==> config.mk <==
export PLATFORM = sky130hd
export DESIGN_NAME = alu_exec
export DESIGN_NICKNAME = d
export VERILOG_FILES = /design/src/rtl/alu_exec_pkg.sv /design/src/rtl/alu_exec_muldiv_seq.sv /design/src/rtl/alu_exec.sv
export SDC_FILE = /design/constraint.sdc
export NUM_CORES = 1
export LEC_CHECK = 0
export CAP_MARGIN = 40
export CORE_MARGIN = 3
export CORE_UTILIZATION = 50
export CTS_BUF_LIST = sky130_fd_sc_hd__clkbuf_4 sky130_fd_sc_hd__clkbuf_8
export DETAILED_ROUTE_END_ITERATION = 8
export HOLD_SLACK_MARGIN = 0.03
export PLACE_DENSITY = 0.73
export SLEW_MARGIN = 10
export SYNTH_ARGS = -nofsm -noshare
export SYNTH_HDL_FRONTEND = slang
export SYNTH_HIERARCHICAL = 1
export SYNTH_SLANG_ARGS = --single-unit
==> constraint.sdc <==
create_clock -name clk -period 4.5 [get_ports clk]
set_input_delay 0.45 -clock clk [delete_from_list [all_inputs] [get_ports clk]]
set_output_delay 0.45 -clock clk [all_outputs]
set_load 0.05 [all_outputs]
==> src/rtl/alu_exec_pkg.sv <==
// Shared definitions for the alu_exec execution-stage ALU.
// Contents: default operand width, aluOp encodings, control FSM state encoding.
package alu_exec_pkg;

    localparam int unsigned DEFAULT_WIDTH = 16;

    localparam logic [2:0] OP_ADD = 3'b000;
    localparam logic [2:0] OP_SUB = 3'b001;
    localparam logic [2:0] OP_AND = 3'b010;
    localparam logic [2:0] OP_OR  = 3'b011;
    localparam logic [2:0] OP_SLL = 3'b100;
    localparam logic [2:0] OP_SRL = 3'b101;
    localparam logic [2:0] OP_MUL = 3'b110;
    localparam logic [2:0] OP_DIV = 3'b111;

    typedef enum logic [1:0] {
        StIdle   = 2'd0,
        StRun    = 2'd1,
        StFinish = 2'd2
    } state_e;

endpackage

==> src/rtl/alu_exec_muldiv_seq.sv <==
// Sequential signed multiply / divide engine for alu_exec.
// Works on operand magnitudes, one iteration per clock for WIDTH clocks,
// and applies the result signs combinationally on the outputs.
// Ports:
//   clk, rst      clock, asynchronous active-high reset
//   go_i          load operands and start iterating (single-cycle pulse)
//   is_div_i      1 = restoring divide, 0 = shift-add multiply
//   op_a_i/op_b_i multiplicand,multiplier / dividend,divisor (signed)
//   fin_o         high during the cycle whose edge performs the last iteration
//   prod_o        signed 2*WIDTH product
//   quot_o/rem_o  quotient (truncated toward zero) / remainder (dividend's sign)
module alu_muldiv_seq
    import alu_exec_pkg::*;
#(
    parameter int unsigned WIDTH = DEFAULT_WIDTH
) (
    input  logic                 clk,
    input  logic                 rst,
    input  logic                 go_i,
    input  logic                 is_div_i,
    input  logic [WIDTH-1:0]     op_a_i,
    input  logic [WIDTH-1:0]     op_b_i,
    output logic                 fin_o,
    output logic [2*WIDTH-1:0]   prod_o,
    output logic [WIDTH-1:0]     quot_o,
    output logic [WIDTH-1:0]     rem_o
);

    localparam int unsigned CntW = $clog2(WIDTH);

    logic             run_q, div_q, neg_q, rem_neg_q;
    logic [CntW-1:0]  cnt_q;
    // hi_q: partial product high word / partial remainder
    // lo_q: multiplier being consumed / dividend shifting out, quotient shifting in
    logic [WIDTH-1:0] hi_q, lo_q, m_q;

    logic [WIDTH-1:0]   a_mag, b_mag;
    logic [WIDTH:0]     add_sum, shifted, diff;
    logic               ge;
    logic [2*WIDTH-1:0] prod_mag;

    // Magnitude of the most-negative value is 2^(WIDTH-1), which still fits unsigned.
    assign a_mag = op_a_i[WIDTH-1] ? ('0 - op_a_i) : op_a_i;
    assign b_mag = op_b_i[WIDTH-1] ? ('0 - op_b_i) : op_b_i;

    always_comb begin
        add_sum = {1'b0, hi_q} + (lo_q[0] ? {1'b0, m_q} : '0);
        shifted = {hi_q, lo_q[WIDTH-1]};
        diff    = shifted - {1'b0, m_q};
        ge      = (shifted >= {1'b0, m_q});
    end

    always_ff @(posedge clk or posedge rst) begin
        if (rst) begin
            run_q     <= 1'b0;
            div_q     <= 1'b0;
            neg_q     <= 1'b0;
            rem_neg_q <= 1'b0;
            cnt_q     <= '0;
            hi_q      <= '0;
            lo_q      <= '0;
            m_q       <= '0;
        end else if (go_i) begin
            run_q     <= 1'b1;
            cnt_q     <= '0;
            div_q     <= is_div_i;
            hi_q      <= '0;
            lo_q      <= is_div_i ? a_mag : b_mag;
            m_q       <= is_div_i ? b_mag : a_mag;
            neg_q     <= op_a_i[WIDTH-1] ^ op_b_i[WIDTH-1];
            rem_neg_q <= op_a_i[WIDTH-1];
        end else if (run_q) begin
            cnt_q <= cnt_q + 1'b1;
            if (fin_o) begin
                run_q <= 1'b0;
            end
            if (div_q) begin
                hi_q <= ge ? diff[WIDTH-1:0] : shifted[WIDTH-1:0];
                lo_q <= {lo_q[WIDTH-2:0], ge};
            end else begin
                {hi_q, lo_q} <= {add_sum, lo_q[WIDTH-1:1]};
            end
        end
    end

    assign fin_o    = run_q && (cnt_q == CntW'(WIDTH - 1));
    assign prod_mag = {hi_q, lo_q};
    assign prod_o   = neg_q ? ('0 - prod_mag) : prod_mag;
    assign quot_o   = neg_q ? ('0 - lo_q) : lo_q;
    assign rem_o    = rem_neg_q ? ('0 - hi_q) : hi_q;

endmodule

==> src/rtl/alu_exec.sv <==
// Execution-stage ALU with start/busy/done handshake.
// ADD/SUB/AND/OR/SLL/SRL finish in one cycle; signed MUL/DIV iterate in
// alu_muldiv_seq for WIDTH cycles (latency WIDTH+1). DIV by zero is single-cycle.
// Optional build macro ALU_FAST_MUL_EN: MUL becomes a single-cycle combinational op.
// Ports:
//   clk, rst            clock, asynchronous active-high reset
//   start, aluOp        request and opcode; start is only sampled while idle
//   operandA/operandB   operands (B low bits are the shift amount)
//   busy, done          iteration in progress / one-cycle result strobe
//   result, resultHi    low word or quotient / high word or remainder
//   zero, overflow, divByZero  status flags, updated with done
module alu_exec
    import alu_exec_pkg::*;
#(
    parameter int unsigned WIDTH = DEFAULT_WIDTH
) (
    input  logic             clk,
    input  logic             rst,
    input  logic             start,
    input  logic [2:0]       aluOp,
    input  logic [WIDTH-1:0] operandA,
    input  logic [WIDTH-1:0] operandB,
    output logic             busy,
    output logic             done,
    output logic [WIDTH-1:0] result,
    output logic [WIDTH-1:0] resultHi,
    output logic             zero,
    output logic             overflow,
    output logic             divByZero
);

    localparam int unsigned ShW = $clog2(WIDTH);
    localparam logic [WIDTH-1:0] MinNeg = {1'b1, {(WIDTH-1){1'b0}}};

    state_e           state_q;
    logic             busy_q, done_q, zero_q, ovf_q, dbz_q;
    logic             div_q, div_ovf_q;
    logic [WIDTH-1:0] res_q, hi_q;

    // Single-cycle datapath, evaluated on the live inputs at the accept edge.
    logic [WIDTH-1:0] sum, dif, sc_res, sc_hi;
    logic [ShW-1:0]   shamt;
    logic             sc_ovf, sc_dbz, sc_multi;

    assign sum   = operandA + operandB;
    assign dif   = operandA - operandB;
    assign shamt = operandB[ShW-1:0];

`ifdef ALU_FAST_MUL_EN
    logic [2*WIDTH-1:0] fast_prod;
    assign fast_prod = $signed({{WIDTH{operandA[WIDTH-1]}}, operandA})
                     * $signed({{WIDTH{operandB[WIDTH-1]}}, operandB});
`endif

    always_comb begin
        sc_res   = '0;
        sc_hi    = '0;
        sc_ovf   = 1'b0;
        sc_dbz   = 1'b0;
        sc_multi = 1'b0;
        case (aluOp)
            OP_ADD: begin
                sc_res = sum;
                sc_ovf = (operandA[WIDTH-1] == operandB[WIDTH-1]) &&
                         (sum[WIDTH-1] != operandA[WIDTH-1]);
            end
            OP_SUB: begin
                sc_res = dif;
                sc_ovf = (operandA[WIDTH-1] != operandB[WIDTH-1]) &&
                         (dif[WIDTH-1] != operandA[WIDTH-1]);
            end
            OP_AND: sc_res = operandA & operandB;
            OP_OR:  sc_res = operandA | operandB;
            OP_SLL: sc_res = operandA << shamt;
            OP_SRL: sc_res = operandA >> shamt;
            OP_MUL: begin
`ifdef ALU_FAST_MUL_EN
                sc_res = fast_prod[WIDTH-1:0];
                sc_hi  = fast_prod[2*WIDTH-1:WIDTH];
                sc_ovf = fast_prod[2*WIDTH-1:WIDTH] != {WIDTH{fast_prod[WIDTH-1]}};
`else
                sc_multi = 1'b1;
`endif
            end
            OP_DIV: begin
                if (operandB == '0) begin
                    sc_res = '1;
                    sc_hi  = operandA;
                    sc_dbz = 1'b1;
                end else begin
                    sc_multi = 1'b1;
                end
            end
            default: ;
        endcase
    end

    // Sequential MUL/DIV engine.
    logic               md_go, md_fin;
    logic [2*WIDTH-1:0] md_prod;
    logic [WIDTH-1:0]   md_quot, md_rem;

    assign md_go = (state_q == StIdle) && start && sc_multi;

    alu_muldiv_seq #(
        .WIDTH (WIDTH)
    ) u_muldiv (
        .clk      (clk),
        .rst      (rst),
        .go_i     (md_go),
        .is_div_i (aluOp == OP_DIV),
        .op_a_i   (operandA),
        .op_b_i   (operandB),
        .fin_o    (md_fin),
        .prod_o   (md_prod),
        .quot_o   (md_quot),
        .rem_o    (md_rem)
    );

    logic [WIDTH-1:0] fin_res, fin_hi;
    logic             fin_ovf;

    always_comb begin
        if (div_q) begin
            fin_res = md_quot;
            fin_hi  = md_rem;
            fin_ovf = div_ovf_q;
        end else begin
            fin_res = md_prod[WIDTH-1:0];
            fin_hi  = md_prod[2*WIDTH-1:WIDTH];
            fin_ovf = md_prod[2*WIDTH-1:WIDTH] != {WIDTH{md_prod[WIDTH-1]}};
        end
    end

    always_ff @(posedge clk or posedge rst) begin
        if (rst) begin
            state_q   <= StIdle;
            busy_q    <= 1'b0;
            done_q    <= 1'b0;
            res_q     <= '0;
            hi_q      <= '0;
            zero_q    <= 1'b0;
            ovf_q     <= 1'b0;
            dbz_q     <= 1'b0;
            div_q     <= 1'b0;
            div_ovf_q <= 1'b0;
        end else begin
            done_q <= 1'b0;
            case (state_q)
                StIdle: begin
                    if (start) begin
                        if (sc_multi) begin
                            state_q   <= StRun;
                            busy_q    <= 1'b1;
                            div_q     <= (aluOp == OP_DIV);
                            // Only overflowing divide: most-negative / -1.
                            div_ovf_q <= (operandA == MinNeg) && (operandB == '1);
                        end else begin
                            done_q <= 1'b1;
                            res_q  <= sc_res;
                            hi_q   <= sc_hi;
                            zero_q <= (sc_res == '0);
                            ovf_q  <= sc_ovf;
                            dbz_q  <= sc_dbz;
                        end
                    end
                end
                StRun: begin
                    if (md_fin) begin
                        state_q <= StFinish;
                    end
                end
                StFinish: begin
                    state_q <= StIdle;
                    busy_q  <= 1'b0;
                    done_q  <= 1'b1;
                    res_q   <= fin_res;
                    hi_q    <= fin_hi;
                    zero_q  <= (fin_res == '0);
                    ovf_q   <= fin_ovf;
                    dbz_q   <= 1'b0;
                end
                default: state_q <= StIdle;
            endcase
        end
    end

    assign busy      = busy_q;
    assign done      = done_q;
    assign result    = res_q;
    assign resultHi  = hi_q;
    assign zero      = zero_q;
    assign overflow  = ovf_q;
    assign divByZero = dbz_q;

endmodule

# --- Word-level counts from Yosys, hierarchy flattened ---
# Cells that the tools add are included.
totals:
  ff_bits: 97
  inputBits: 38
  word_cells: 129
  out_inout_bits: 37
classes:
  mux: 57
  addsub: 10
  n_eq_ne: 21
  magnitude_cmp: 1
  bitwise_logic: 3
  n_reduce_logical: 17
  n_shift: 2
op_table:
  columns: ["op", "count"]
  rows:
  - ["$mux W16", 23]
  - ["$pmux W16 S7", 1]
  - ["$pmux W16 S2", 2]
  - ["$sub A1 B16 Y16 const A", 4]
  - ["$logic_not A16 Y1", 3]
  - ["$eq A16 B16 Y1 const B", 2]
  - ["$mux W32", 1]
  - ["$sub A1 B32 Y32 const A", 1]
  - ["$sub A16 B16 Y16", 2]
  - ["$add A16 B16 Y17", 1]
  - ["$ge A17 B16 Y1", 1]
  - ["$mux W1", 17]
  - ["$add A16 B16 Y16", 1]
  - ["$and A16 B16 Y16", 1]
  - ["$ne A16 B16 Y1", 1]
  - ["$or A16 B16 Y16", 1]
  - ["$shl A16 B4 Y16", 1]
  - ["$shr A16 B4 Y16", 1]
  - ["$pmux W1 S2", 7]
  - ["$eq A3 B3 Y1 const B", 4]
  - ["$reduce_and A3 Y1", 4]
  - ["$mux W4", 2]
  - ["$ne A2 B2 Y1 const B", 4]
  - ["$eq A3 B2 Y1 const B", 2]
  - ["other kinds (14)", 24]

# --- Depth between registers and ports, before layout ---
depth:
  depth_word: 7
  mapped_depth: 19
  depth_no_buf: 17

# --- Modules after synthesis ---
# The synthesis kept the hierarchy.
modules_own_cells:
  columns: ["module", "cells_each", "n_inst", "seq_area_each_um2", "area_each_um2"]
  rows:
  - ["alu_muldiv_seq", 808, 1, 1401.3, 6232.2]
  - ["alu_exec", 783, 1, 1026.0, 6085.8]

# --- Least setup slack after synthesis ---
# No wires, ideal clock.
synth_timing:
  path_kind: "register to register"
  startpoint: "register u_muldiv.hi_q[1]"
  endpoint: "register ovf_q, in the netlist overflow"
  required_ns: 4.370
  period_less_slack_ns: 3.472
  arrival_time_ns: 3.341
  path_stages_with_launch: 18
  n_path_buf: 0
  setup_slack_ns: 1.028
  setup_ns: 0.130
  cell_sequence: "dfrtp_1 > inv_1 > ha_1 > inv_1 > or3_1 > or4_1 > or4b_1 > o21ai_2 > xnor2_1 > nand3_1 > nor3_1 > a31oi_1 > nor2_1 > o21ai_0 > a21oi_1 > o21ai_0 > o21ai_0 > a31oi_1"
synth_via:
  elab_chain_cells: 5
synth_lines:
  columns: ["item", "line_no", "text"]
  rows:
  - ["start, declared", "alu_exec_muldiv_seq.sv:35", "logic [WIDTH-1:0] hi_q, lo_q, m_q;"]
  - ["start signal, assigned", "alu_exec_muldiv_seq.sv:78", "hi_q <= ge ? diff[WIDTH-1:0] : shifted[WIDTH-1:0];"]
  - ["start signal, assigned", "alu_exec_muldiv_seq.sv:81", "{hi_q, lo_q} <= {add_sum, lo_q[WIDTH-1:1]};"]
  - ["$sub A1 B32 Y32", "alu_exec_muldiv_seq.sv:88", "assign prod_o = neg_q ? ('0 - prod_mag) : prod_mag;"]
  - ["$mux W32", "alu_exec_muldiv_seq.sv:88", null]
  - ["net md_prod[28]", "alu_exec.sv:100", "logic [2*WIDTH-1:0] md_prod;"]
  - ["$ne A16 B16 Y1", "alu_exec.sv:131", "fin_ovf = md_prod[2*WIDTH-1:WIDTH] != {WIDTH{md_prod[WIDTH-1]}};"]
  - ["$mux W1", "alu_exec.sv:124", "if (div_q) begin"]
  - ["$pmux W1 S2", "alu_exec.sv:149", "case (state_q)"]
  - ["end signal, assigned", "alu_exec.sv:163", "ovf_q <= sc_ovf;"]
  - ["end signal, assigned", "alu_exec.sv:180", "ovf_q <= fin_ovf;"]
  - ["end, declared", "alu_exec.sv:36", "logic busy_q, done_q, zero_q, ovf_q, dbz_q;"]
# The timed path passes the listed nets, and every way through them passes these cells.
# A chain may end at the register's enable or synchronous reset.

# --- Worst setup path after layout ---
layout_timing:
  startpoint: "register u_muldiv.hi_q[0]"
  endpoint: "register ovf_q, in the netlist overflow"
# The elaborated chain is that of the path after synthesis.

==> results.md <==
- Status: finished clean
- Final min period: 4.05 ns
- Post-CTS setup buffers: 0
- Share of total power in combinational logic: 72.0%
- CTS Root Cell: clkbuf_8
- Number of distinct library cells after synthesis: 88
- Die Width: 163 µm
- First-pass GRT wire length: 66.8 mm
- Critical-path cell list: inv_1 -> ha_1 -> inv_1 -> or3_1 -> or4_1 -> or4b_1 -> o21ai_2 -> xnor2_1 -> nand3_1 -> nor3_1 -> a31oi_1 -> nor2_1 -> o21ai_0 -> a21oi_1 -> o21ai_0 -> o21ai_0 -> a31oi_1
- Worst Skew: 0.0164 ns
- Worst-path clk slew: 0.11 ns
- Sw Share: 53.1%
- Avg Synthesized Cell Area: 7.74 µm²
- Post-DP HPWL: 33.6 mm
- Worst slew pin tran: 0.816 ns
- Layout cells sized above 1: 9.78%
- CTS Sinks: 97
- Share of synthesized registers carrying an async set or reset: 100%
- Area of the multi-input gates: 8970 µm²
- Area occupied by registers: 2430 µm²
- Vias in the first global route: 11500
- Synth Area in Simple Gates: 19.5%
- FF+latch count, synth: 97
- Worst flop-to-flop path endpoint: overflow
- Mapped Cells: 1591
- Mapped Nets: 1721
- Critical Path Max Stage Delay: 0.60 ns
- Routed wire length: 43.2 mm
- Vias per inst: 6.41
- Post-layout instance area: 13500 µm²
- Grt ovf: 0
- Buffers on Ports: 74
- Area growth syn-to-layout: 9.66%
- Min-delay worst type: in2async
- Critical path class: reg2reg
- Largest family of logic cells by synthesized area: compound AO/OA/AOI/OAI gates
- Maximum clock frequency: 247 MHz
- Post-Synth XOR/XNOR Area: 7.82%
- Ys flop type: dfrtp_1
- Core Box Area: 23800 µm²
- Peak supply drop: 0.361 mV
- Routability congestion estimate: 1.08
- CP dominant cell by count: o21ai_0
- Sequential share of the synthesized area: 19.7%
- Die ar.: 26600 µm²
- Relative slew slack: 45.5%
- Period utilisation layout: 90.1%
- TritonCTS buffer count: 9
- Drt drc: 0
- Crit-path max FO: 10
- Synth Area in Compound Gates: 23.9%
- CTS tree: done
- LEAKAGE: 5.74 nW
- Hold Violations, Final: 0
- Mux cell area share after synthesis: 11.8%
- RSZ-0062 raised after global routing: no
- Wirelength per Cell: 22.3 µm
- Total power: 0.00829 W
- Max cap viols: 0
- Largest net degree at the start of global routing: 71
- Slowest CP cell: or4b_1
- Via count: 12400
- FP Rows: 56
- 1st-iter DRT viols: 1256
- Worst flop-to-flop path startpoint: u_muldiv/hi_q[0]
- P_int: 0.00389 W
- Nets@finish: 1741
- Clk_lat worst skew: 0.40 ns
- Sw Pwr: 0.00441 W
- Pins Over Slew Limit: 0
- Pre-Repair DR Iteration Count: 6
- Mapped Area: 12300 µm²
- CP bufs+invs: 2
- Die Span Y: 163 µm
- Initial Utilization: 51.7%
- Longest Clk Path Bufs: 2
- Synth Area in Adders: 9.59%
- Sequential share of power: 20.7%
- Antenna Nets Post-Route: 0
- Setup TNS: 0 ns
- Htree depth: 3
- CP Launch Type: flip-flop
- Post-synth EDFFs: 0
- Endpoints failing setup: 0
- YS warnings: 6
- IO Pins: 75
- Clk pwr share: 7.3%
- Setup slack, reg-to-reg: 0.45 ns
- Worst Path Required: 4.78 ns
- Placed Area: 13300 µm²
- Arrival @ worst endpoint: 4.33 ns
- Total track usage: 32.1%
- R2R cell count: 17
- CP top delay family: simple AND/OR/NAND/NOR gates
- Initial antenna violation count: 0
- Critical Path End Type: flip-flop
- PwrDens: 614 nW/µm²
- Fillers: 2296
synth_stat cells (all sizes together) (31+ instances only):
master	instances	area share [%]
nor2	170	5.2
nand2	160	4.9
o21ai	122	5.2
dfrtp	97	20
inv	90	2.7
a21oi	88	3.6
ha	88	8.9
mux2i	84	6.8
xnor2	79	5.6
clkbuf	70	2.1
buf	51	2.6
a211oi	41	2.5
mux2	32	3.0
xor2	31	2.2
power by group through the flow:
stage               logic (W)  registers (W)  clock network (W)
floorplan             0.00441        0.00184                  0
global placement      0.00576        0.00171                  0
detailed placement    0.00584        0.00173                  0
CTS                   0.00587        0.00171           0.000619
global route          0.00651        0.00177           0.000647
finish                0.00597        0.00172           0.000603
metal layers:
layer	up-vias	GRT usage, %	part of all wire [%]
met1	5894	48.1	45
met4	0	8.34	2.5
met2	699	46.0	41
met5	-	0	0
met3	73	7.63	11
li1	5747	-	-
area by class of cell:
cell class | count | area share [%]
multi-input cells | 1278 | 66.4
well taps | 319 | 2.95
diodes | 1 | 0.0185
clock inverters | 7 | 0.584
clock buffers | 9 | 0.917
flip-flops and latches | 97 | 18.0
inverters | 95 | 2.64
repair buffers | 130 | 8.54
state kept, by name, summed over array words and instances, names as in the netlist, 2 cells and up:
name            cells
resultHi           16
result             16
u_muldiv/hi_q      16
u_muldiv/lo_q      16
u_muldiv/m_q       16
u_muldiv/cnt_q      4
state_q             2
cell usage in the layout (no fill, tap or decap), types with 71 or more instances in the layout:
master / netlist / final
xnor2_1: 79 / 79
mux2i_1: 84 / 84
inv_1: 89 / 85
a21oi_1: 87 / 87
dfrtp_1: 97 / 97
ha_1: 88 / 88
o21ai_0: 110 / 110
clkdlybuf4s50_1: 0 / 71
nand2_1: 160 / 160
nor2_1: 170 / 169
how the worst max path moves through the flow:
stage	slack (ns)	depth (start not counted)	endpoint	from
after CTS	0.41	17	overflow	u_muldiv/hi_q[1]
after detailed placement	0.33	13	zero	operandA[2]
after floorplan	1.03	17	overflow	u_muldiv/hi_q[1]
after global placement	0.45	13	zero	operandA[2]
after global routing	0.09	17	overflow	u_muldiv/hi_q[0]
final	0.45	17	overflow	u_muldiv/hi_q[0]
what timing repair did:
item / CTS / global route
gates resized for setup: 0 / 1
hold buffers: 0 / 0
endpoints found under the hold margin: 0 / 0
setup endpoints to repair: 0 / 1
metrics by stage:
step / util, % / std cells / hold slack (ns) / setup slack [ns]
2_1_floorplan: - / 1591 / 0.481 / 1.03
3_3_place_gp: 55.8 / 1918 / 0.463 / 0.453
3_5_place_dp: 55.8 / 1919 / 0.473 / 0.335
4_1_cts: 56.7 / 1935 / 0.437 / 0.410
5_1_grt: 56.7 / 1935 / 0.468 / 0.0907
6_report: 56.7 / 1936 / 0.432 / 0.445
worst register-to-register path, stage by stage (launching register included):
cell and delay [ns]:
dfrtp_1 0.56, inv_1 0.12, ha_1 0.14, inv_1 0.06
or3_1 0.37, or4_1 0.57, or4b_1 0.60, o21ai_2 0.18
xnor2_1 0.18, nand3_1 0.11, nor3_1 0.15, a31oi_1 0.07
nor2_1 0.17, o21ai_0 0.11, a21oi_1 0.24, o21ai_0 0.12
o21ai_0 0.11, a31oi_1 0.08
logic make-up (layout without fill, tap and decap cells):
logic type               after synthesis  after routing
buffers and inverters                216            241
XOR/XNOR                             110            110
other                                  0              1
AND/OR/NAND/NOR                      515            515
adder cells (fa/ha/maj)               92             92
multiplexers                         127            127
flip-flops                            97             97
AO/OA/AOI/OAI                        434            434
Power figures use the tool's default switching activity.
